<file path="config.mk">
export PLATFORM = sky130hd
export DESIGN_NAME = piso_serial_tx
export DESIGN_NICKNAME = d
export VERILOG_FILES = /design/src/rtl/piso_serial_tx.sv
export SDC_FILE = /design/constraint.sdc
export NUM_CORES = 1
export LEC_CHECK = 0
export BUFFER_PORTS_ARGS = -buffer_cell sky130_fd_sc_hd__buf_2
export CAP_MARGIN = 20
export CORE_MARGIN = 2
export CORE_UTILIZATION = 31
export DETAILED_ROUTE_END_ITERATION = 7
export SYNTH_ARGS = -nofsm -noshare
export SYNTH_HDL_FRONTEND = slang
export SYNTH_SLANG_ARGS = --single-unit
</file>
<file path="constraint.sdc">
create_clock -name clk -period 1.35 [get_ports clk]
set_input_delay 0.27 -clock clk [delete_from_list [all_inputs] [get_ports clk]]
set_output_delay 0.27 -clock clk [all_outputs]
set_load 0.01 [all_outputs]
</file>
<file path="src/rtl/piso_serial_tx.sv">
// Parallel-in/serial-out link transmitter: bit 0 of a word appears on sdo the cycle after accept, done pulses after the last bit.
// No queueing: ready is low from accept until the cycle after done; stall freezes the shift in place.
module piso_serial_tx #(
   parameter int WIDTH      = 8,
   parameter bit LSB_FIRST  = 1'b1,
   parameter bit IDLE_LEVEL = 1'b1
) (
   input  logic                       clk,
   input  logic                       reset,
   input  logic [WIDTH-1:0]           data,
   input  logic                       valid,
   output logic                       ready,
   input  logic                       stall,
   output logic                       sdo,
   output logic                       bit_valid,
   output logic                       busy,
   output logic                       done,
   output logic [$clog2(WIDTH+1)-1:0] bits_left
);

   localparam int CW = $clog2(WIDTH+1);

   typedef enum logic [1:0] {
      ST_IDLE,
      ST_SHIFT,
      ST_DONE
   } state_t;

   state_t           state, state_nxt;
   logic [WIDTH-1:0] shreg, shreg_nxt;
   logic [CW-1:0]    cnt_nxt;

   always_ff @(posedge clk or posedge reset) begin
      if (reset) begin
         state     <= ST_IDLE;
         shreg     <= '0;
         bits_left <= '0;
      end else begin
         state     <= state_nxt;
         shreg     <= shreg_nxt;
         bits_left <= cnt_nxt;
      end
   end

   always_comb begin
      state_nxt = state;
      shreg_nxt = shreg;
      cnt_nxt   = bits_left;
      ready     = 1'b0;
      bit_valid = 1'b0;
      busy      = 1'b1;
      done      = 1'b0;
      sdo       = IDLE_LEVEL;
      case (state)
         ST_IDLE: begin
            ready = 1'b1;
            busy  = 1'b0;
            if (valid) begin
               shreg_nxt = data;
               cnt_nxt   = CW'(WIDTH);
               state_nxt = ST_SHIFT;
            end
         end
         ST_SHIFT: begin
            bit_valid = 1'b1;
            sdo       = LSB_FIRST ? shreg[0] : shreg[WIDTH-1];
            // stall freezes register, count and state together
            if (!stall) begin
               shreg_nxt = LSB_FIRST ? (shreg >> 1) : (shreg << 1);
               cnt_nxt   = bits_left - CW'(1);
               if (bits_left == CW'(1)) begin
                  state_nxt = ST_DONE;
               end
            end
         end
         ST_DONE: begin
            done      = 1'b1;
            state_nxt = ST_IDLE;
         end
         default: begin
            state_nxt = ST_IDLE;
         end
      endcase
   end

endmodule
</file>
Word-level counts from Yosys, hierarchy flattened
Index checks and enable logic that the tools add are counted.
{"block": "totals", "reg_bits": 14, "inputBits": 12, "out_inout_bits": 9, "word_cells": 29}
{"block": "classes", "add_sub_neg": 1, "eq_ne": 6, "mux": 15, "reduce_logical": 4}
{"op": "$mux 8", "count": 2}
{"op": "$pmux 8 s2", "count": 1}
{"op": "$mux 4", "count": 2}
{"op": "$pmux 4 s2", "count": 1}
{"op": "$mux 2", "count": 3}
{"op": "$ne 2x2->1 const B", "count": 3}
{"op": "$reduce_and 3->1", "count": 2}
{"op": "$mux 1", "count": 5}
{"op": "$eq 4x1->1 const B", "count": 1}
{"op": "$pmux 2 s2", "count": 1}
{"op": "$sub 4x1->4 const B", "count": 1}
{"op": "$eq 2x1->1 const B", "count": 1}
{"op": "$eq 2x2->1 const B", "count": 1}
{"op": "$logic_not 2->1", "count": 1}
{"op": "$reduce_bool 2->1", "count": 1}

Depth between registers and ports, before layout
Gate-level depths: netlist (run 1).
{"block": "logic_depth", "ltp_word": 4, "ltp_mapped": 6, "mapped_depth_nobuf": 5}

Worst setup path before layout (run 1)
OpenSTA, ideal clock, no wires.
{"block": "synth_timing", "path_kind": "register to register", "from": "register state[1]", "to": "register shreg[6]", "setup_time_ns": 0.125, "arrival_ns": 1.346, "required_time_ns": 1.225, "setup_slack_ns": -0.121, "path_stages_with_launch": 7, "n_path_buf": 2, "synth_period_minus_slack_ns": 1.471, "cell_sequence": "dfrtp_1 buf_6 nand2b_4 buf_12 inv_6 mux2_4 mux2_4"}
{"block": "synth_via", "elab_chain_cells": 3, "word_cells_on_any_way": 7, "classes_between": "eq/ne: 3; mux: 1; reduce/logical: 3"}
{"item": "start: declaration", "line_no": "29", "source": "state_t state, state_nxt;"}
{"item": "start signal: assignment", "line_no": "39", "source": "state <= state_nxt;"}
{"item": "$eq 2x1->1 or $logic_not 2->1 (tied branches)", "line_no": "54", "source": "case (state)"}
{"item": "$ne 2x2->1 (no source line) or $reduce_bool 2->1 (tied branches)"}
{"item": "$reduce_and 3->1 (no source line)"}
{"item": "end signal: assignment", "line_no": "40", "source": "shreg <= shreg_nxt;"}
{"item": "end: declaration", "line_no": "30", "source": "logic [WIDTH-1:0] shreg, shreg_nxt;"}
Parallel ways exist; a longest one is shown, timed or not.
A chain may end at the register's enable or synchronous reset.

Worst setup path in the final report (run 1)
{"block": "layout_timing", "from": "register state[0]", "to": "output sdo"}
{"block": "layout_via", "elab_chain_cells": 2}
{"item": "$eq 2x1->1", "line_no": "54"}
{"item": "$mux 1", "line_no": "54"}
{"item": "end: declaration", "line_no": "14", "source": "output logic sdo,"}
No other way between the ends.

==> run metrics, run 1 <==
Setup violations, final=13; multi-input logic area=500 um^2; worst vdd ir=around 0.001 V; ys async rst share=100%; vias per std cell=about 4.6; Synth Area in Adders=between 2 and 3%; number of flops mapped to enable cells by yosys=0; Net Count, Synth=slightly above 80; Total GRT Usage=about an eighth; multiplexer area fraction after synthesis=a little over a quarter; failing checks=setup timing; total power=2.75 mW; number of fill cells in the layout=262; Final Hold Viols=0; crit path to=sdo; first-pass GRT wire length=between 3000 and 4000 um; CP max FO=3; Tcrit/Tclk final=113%; port bufs=20; fraction of layout cells with a size suffix above 1=71.0%; CP max-delay cell=dfrtp_2; first drt pass iteration count=4; critical path class=reg2out; Max Cap Viol=0; DP HPWL=1270 um; XOR/XNOR Fraction of Synth Area=0%; dpl ws=-29.5 ps; final RePlAce weighted congestion=about 0.76; IO Count=21; DRC=0; CP Data Arrival Time=between 1000 and 1500 ps; wire length per cell=~13 um; Core Region=2710 um^2; Final WS setup=-181 ps; top_reg_cell synth=dfrtp_1; Clock Latency Late Sink=between 200 and 300 ps; Mapped Avg Cell Area=between 10 and 15 um^2; worst flop-to-flop path endpoint=shreg[5]$_DFFE_PP0P_; via count=around 640; starting density of the core=about a third; Worst Tran Pin Value=556 ps; Worst EP required=between 1000 and 1500 ps; GRT overflow=0; root buffer cell=clkbuf_4; clk sink count=14; RSZ-0062 raised after global routing=true; Final min period=1530 ps; CTS Hold Bufs=0; normalized max-slew margin=between 60% and 70%; fmax=between 0.6 and 0.7 GHz; P&R area growth vs syn=44.1%; Core Rows=19; yosys warns=0; synthesized-area fraction occupied by and/or/nand/nor cells=about an eighth; setup slack, reg-to-reg=-140 ps; Worst Skew=around 3.8 ps; Max Buffers Root-to-Sink=2; sequential share of the synthesized area=about two fifths; worst hold path type=in2async; final net count=122; Sequential Area=approximately 350 um^2; post-synthesis cell count=between 60 and 70; Stages on worst setup path=5; largest net degree at the start of global routing=15; R2R cell count=5; fin. max-slew vios=0; crit path cell chain=buf_6 -> nand2b_4 -> inv_8 -> or2b_1 -> buf_2; antenna viol nets, final=0; clk slew on worst S/H paths=~90 ps; Die W=between 50 and 60 um; Buf/Inv on CP=3; Critical Path Source=state[0]$_DFFE_PP0P_; reg2reg start=state[0]$_DFFE_PP0P_; CP Capture Type=output port; drt total wl=about 1800 um; largest family of logic cells by synthesized area=multiplexers; status=finished, violations left; power per cell area=between 2000 and 2500 nW/um^2; Lkg Pwr=between 0.6 and 0.7 nW; Initial DRC Count=9; n_diodes=0; Startpoint Class=flip-flop; max incr delay on CP=about 400 ps; vias in the first global route=between 700 and 800; CTS tree=built; family with the most delay on the worst path=flip-flops; Synth Area in Compound Gates=under 10%; Distinct cells, synth=30; FF+latch count, synth=14; Die Y=roughly 57 um; Die Area=~3200 um^2; area of the mapped netlist=between 800 and 900 um^2; Clock H-tree levels=1; TritonCTS Buffers=3; number of antenna violations at the first check in global routing=0
## synth_stat cells (2+ instances only)
| master | n | area [um^2] |
|---|---|---|
| mux2_4 | 12 | 180 |
| nor2_1 | 3 | 11.3 |
| nand2b_4 | 2 | 27.5 |
| ha_1 | 2 | 25.0 |
| buf_6 | 2 | 22.5 |
| inv_1 | 6 | 22.5 |
| dfrtp_1 | 14 | 350 |
| a21oi_1 | 2 | 10.0 |
| mux2_2 | 3 | 33.8 |
## worst min-delay path by stage
stage / slack, ps / endpoint / start / depth (start not counted)
2_1_floorplan: 160 / bits_left[0]$_DFFE_PP0P_ / reset / 1
5_1_grt: 70 / shreg[7]$_DFFE_PP0P_ / reset / 2
6_report: 30 / shreg[7]$_DFFE_PP0P_ / reset / 2
3_5_place_dp: 340 / shreg[3]$_DFFE_PP0P_ / reset / 2
3_3_place_gp: 330 / shreg[2]$_DFFE_PP0P_ / reset / 2
4_1_cts: 20 / shreg[7]$_DFFE_PP0P_ / reset / 2
## where the power goes
part	leakage, nW	internal, mW	switching [mW]
Sequential	0.175	0.592	0.114
Combinational	0.447	1.09	0.654
Clock	0.0210	0.164	0.137
Total	0.643	1.85	0.904
## logic make-up (layout without fill, tap and decap cells)
kind of cell	count (synthesis)	count (layout)
buf+inv	10	50
flops	14	14
compound gates	9	9
mux	16	16
simple gates	16	16
fa+ha+maj	2	2
## metal layers
metal  track usage, %  vias to the layer above  wire [um]
met2             20.9                       15        936
met5                0                        -          0
li1                 -                      309          -
met3             1.84                        2         48
met1             15.6                      315        820
met4             8.97                        0         27
## flip-flops by register name (all words and copies together) (netlist names)
signal,count
shreg,8
state,2
bits_left,4
## final cells by class
cell class,count,share of cell area [%]
Timing Repair Buffer,39,22.7
Multi-Input combinational cell,43,40.2
Sequential cell,14,28.3
Tap cell,31,3.12
Inverter,7,2.72
Clock buffer,4,2.92
## stage by stage
stage	cell area, um^2	hold slack (ps)	TNS [ps]	instances	utilization, %
4_1_cts	1220	24.6	-1620	139	44.9
6_report	1240	25.5	-1530	138	45.9
2_1_floorplan	873	159	-681	67	-
5_1_grt	1240	65.3	-2210	138	45.9
3_5_place_dp	1060	343	-53.6	125	39.0
3_3_place_gp	1060	333	-4.25	125	39.0
## what timing repair did
action	CTS	global route
endpoints found under the setup margin	9	18
setup buffers	10	0
resized for setup	13	7
hold endpoints to repair	0	0
pin swaps	1	2
## placed cells by master, fill, tap and decap left out, drive strengths merged
| cell | instances |
|---|---|
| or2b | 1 |
| ha | 2 |
| nor2 | 3 |
| and2b | 1 |
| or2 | 1 |
| mux2 | 16 |
| nand2 | 1 |
| nor3 | 1 |
| nor4b | 1 |
| and2 | 2 |
| a22o | 1 |
| o2bb2ai | 1 |
| a311oi | 1 |
| or4 | 1 |
| nand2b | 3 |
| clkbuf | 4 |
| inv | 7 |
| o22a | 1 |
| nor2b | 1 |
| dfrtp | 14 |
| o22ai | 1 |
| buf | 39 |
| a21oi | 3 |
| o21bai | 1 |
No activity file was read; power rests on OpenSTA's default activity.
==> run 2: changes to the inputs <==
MAX_ROUTING_LAYER = met4   (was unset)
==> run metrics, run 2 (synthesis gave the netlist of run 1 again) <==
CTS Hold Bufs=0 (unchanged); clk slew on worst S/H paths=90 ps (about the same); crit path cell chain=buf_6 -> nand2b_4 -> inv_8 -> or2b_1 -> buf_2 (unchanged); Stages on worst setup path=5 (unchanged); final RePlAce weighted congestion=0.769 (was 0.759); P&R area growth vs syn=44.1% (unchanged); normalized max-slew margin=62.8% (was 62.9%); first drt pass iteration count=4 (unchanged); IO Count=21 (unchanged); worst vdd ir=0.00100 V (about the same); power per cell area=2210 nW/um^2 (about the same); setup slack, reg-to-reg=-140 ps (about the same); Max Cap Viol=0 (unchanged); max incr delay on CP=400 ps (about the same); vias in the first global route=707 (unchanged); Max Buffers Root-to-Sink=2 (unchanged); final design area excluding fillers=1240 um^2 (unchanged); drt total wl=1840 um (was 1830 um); TritonCTS Buffers=3 (unchanged); Initial DRC Count=9 (unchanged); fmax=0.654 GHz (was 0.653 GHz); number of fill cells in the layout=262 (unchanged); max reg flops=8 (unchanged); biggest regs=shreg x8, bits_left x4, state x2 (unchanged); total power=2.75 mW (about the same); Clock Latency Late Sink=280 ps (about the same); most frequent cells in the layout=buf_2, mux2_4, buf_4, dfrtp_1, buf_6 (unchanged); CP Data Arrival Time=1260 ps (about the same); CP Capture Type=output port (unchanged); RSZ-0062 raised after global routing=true (unchanged); status=finished, violations left (unchanged); Core Region=2710 um^2 (unchanged); GRT overflow=0 (unchanged); final net count=122 (unchanged); most common cell after layout, fill and taps aside=buf_2 (unchanged); CTS tree=built (unchanged); Buf/Inv on CP=3 (unchanged); family with the most delay on the worst path=flip-flops (unchanged); worst flop-to-flop path endpoint=shreg[5]$_DFFE_PP0P_ (unchanged); Worst Skew=3.85 ps (was 3.79 ps); fin. max-slew vios=0 (unchanged); dpl ws=-29.5 ps (unchanged); Worst Tran Pin Value=557 ps (was 556 ps); Lkg Pwr=0.643 nW (unchanged); vias per std cell=4.67 (was 4.64); port bufs=20 (unchanged); CP max-delay cell=dfrtp_2 (unchanged); R2R cell count=5 (unchanged); via count=644 (was 641); Startpoint Class=flip-flop (unchanged); Total GRT Usage=13.3% (was 12.9%); Worst EP required=1080 ps (about the same); Biggest register=shreg (unchanged); DRC=0 (unchanged); Die W=56.8 um (unchanged); Area after DPL=1060 um^2 (unchanged); Sequential Area=352 um^2 (unchanged); CP max FO=3 (unchanged); Setup TNS=-1530 ps (about the same); root buffer cell=clkbuf_4 (unchanged); Final WS setup=-180 ps (was -181 ps); n_diodes=0 (unchanged); DP HPWL=1270 um (unchanged); Tcrit/Tclk final=113% (about the same); failing checks=setup timing (unchanged); worst hold path type=in2async (unchanged); multi-input logic area=500 um^2 (unchanged); fraction of layout cells with a size suffix above 1=71.0% (unchanged); Setup violations, final=14 (was 13); Final Hold Viols=0 (unchanged); reg2reg start=state[0]$_DFFE_PP0P_ (unchanged); antenna viol nets, final=0 (unchanged); Core Rows=19 (unchanged); Die Y=56.8 um (unchanged); Final min period=1530 ps (about the same); number of antenna violations at the first check in global routing=0 (unchanged); first-pass GRT wire length=3120 um (unchanged); starting density of the core=31.9% (unchanged); Die Area=3220 um^2 (unchanged); wire length per cell=13.4 um (was 13.3 um); critical path class=reg2out (unchanged); clk sink count=14 (unchanged); Clock H-tree levels=1 (unchanged); largest net degree at the start of global routing=15 (unchanged)
[run 2: cell counts in the layout (fill, tap and decap cells not counted)]
Identical to the previous run, type by type.
[run 2: through the flow]
stage | instances | utilization, % | hold slack (ps)
5_1_grt | 138 | 45.9 | 65.3
3_5_place_dp | 125 | 39.0 | 343
6_report | 138 | 45.9 | 26.0
3_3_place_gp | 125 | 39.0 | 333
2_1_floorplan | 67 | - | 159
4_1_cts | 139 | 44.9 | 24.6
[run 2: worst max-delay path by stage]
stage / from / endpoint
after detailed placement: bits_left[0]$_DFFE_PP0P_ / bits_left[2]$_DFFE_PP0P_
after global placement: state[0]$_DFFE_PP0P_ / shreg[5]$_DFFE_PP0P_
after CTS: state[0]$_DFFE_PP0P_ / sdo
final: state[0]$_DFFE_PP0P_ / sdo
after floorplan: state[1]$_DFFE_PP0P_ / shreg[6]$_DFFE_PP0P_
after global routing: state[0]$_DFFE_PP0P_ / sdo
[run 2: timing repair]
item,CTS,global route
setup endpoints to repair,9,18
setup buffers,10,0
resized for setup,13,7
pin swaps,1,2
[run 2: layout make-up]
type                    instances  share of cell area [%]
multi-input cells              43                    40.2
flip-flops and latches         14                    28.3
repair buffers                 39                    22.7
well taps                      31                    3.12
clock buffers                   4                    2.92
inverters                       7                    2.72
[run 2: worst reg2reg max path, cell delays in order (launching register included)]
cell and delay (ps):
dfrtp_2 430, buf_6 120, nand2b_4 100, buf_6 150, mux2_1 320, mux2_4 260
[run 2: report_power, final]
part           internal, mW  switching [mW]  leakage [nW]
clock network         0.164           0.137        0.0210
logic                  1.09           0.655         0.447
registers             0.592           0.113         0.175
total                  1.85           0.905         0.643
[run 2: per-layer routing]
layer  global-route usage (%)  part of all wire (%)
met4                     8.97                   1.5
met2                     20.9                    51
met3                     1.84                   3.1
met5                        -                     0
met1                     15.6                    44
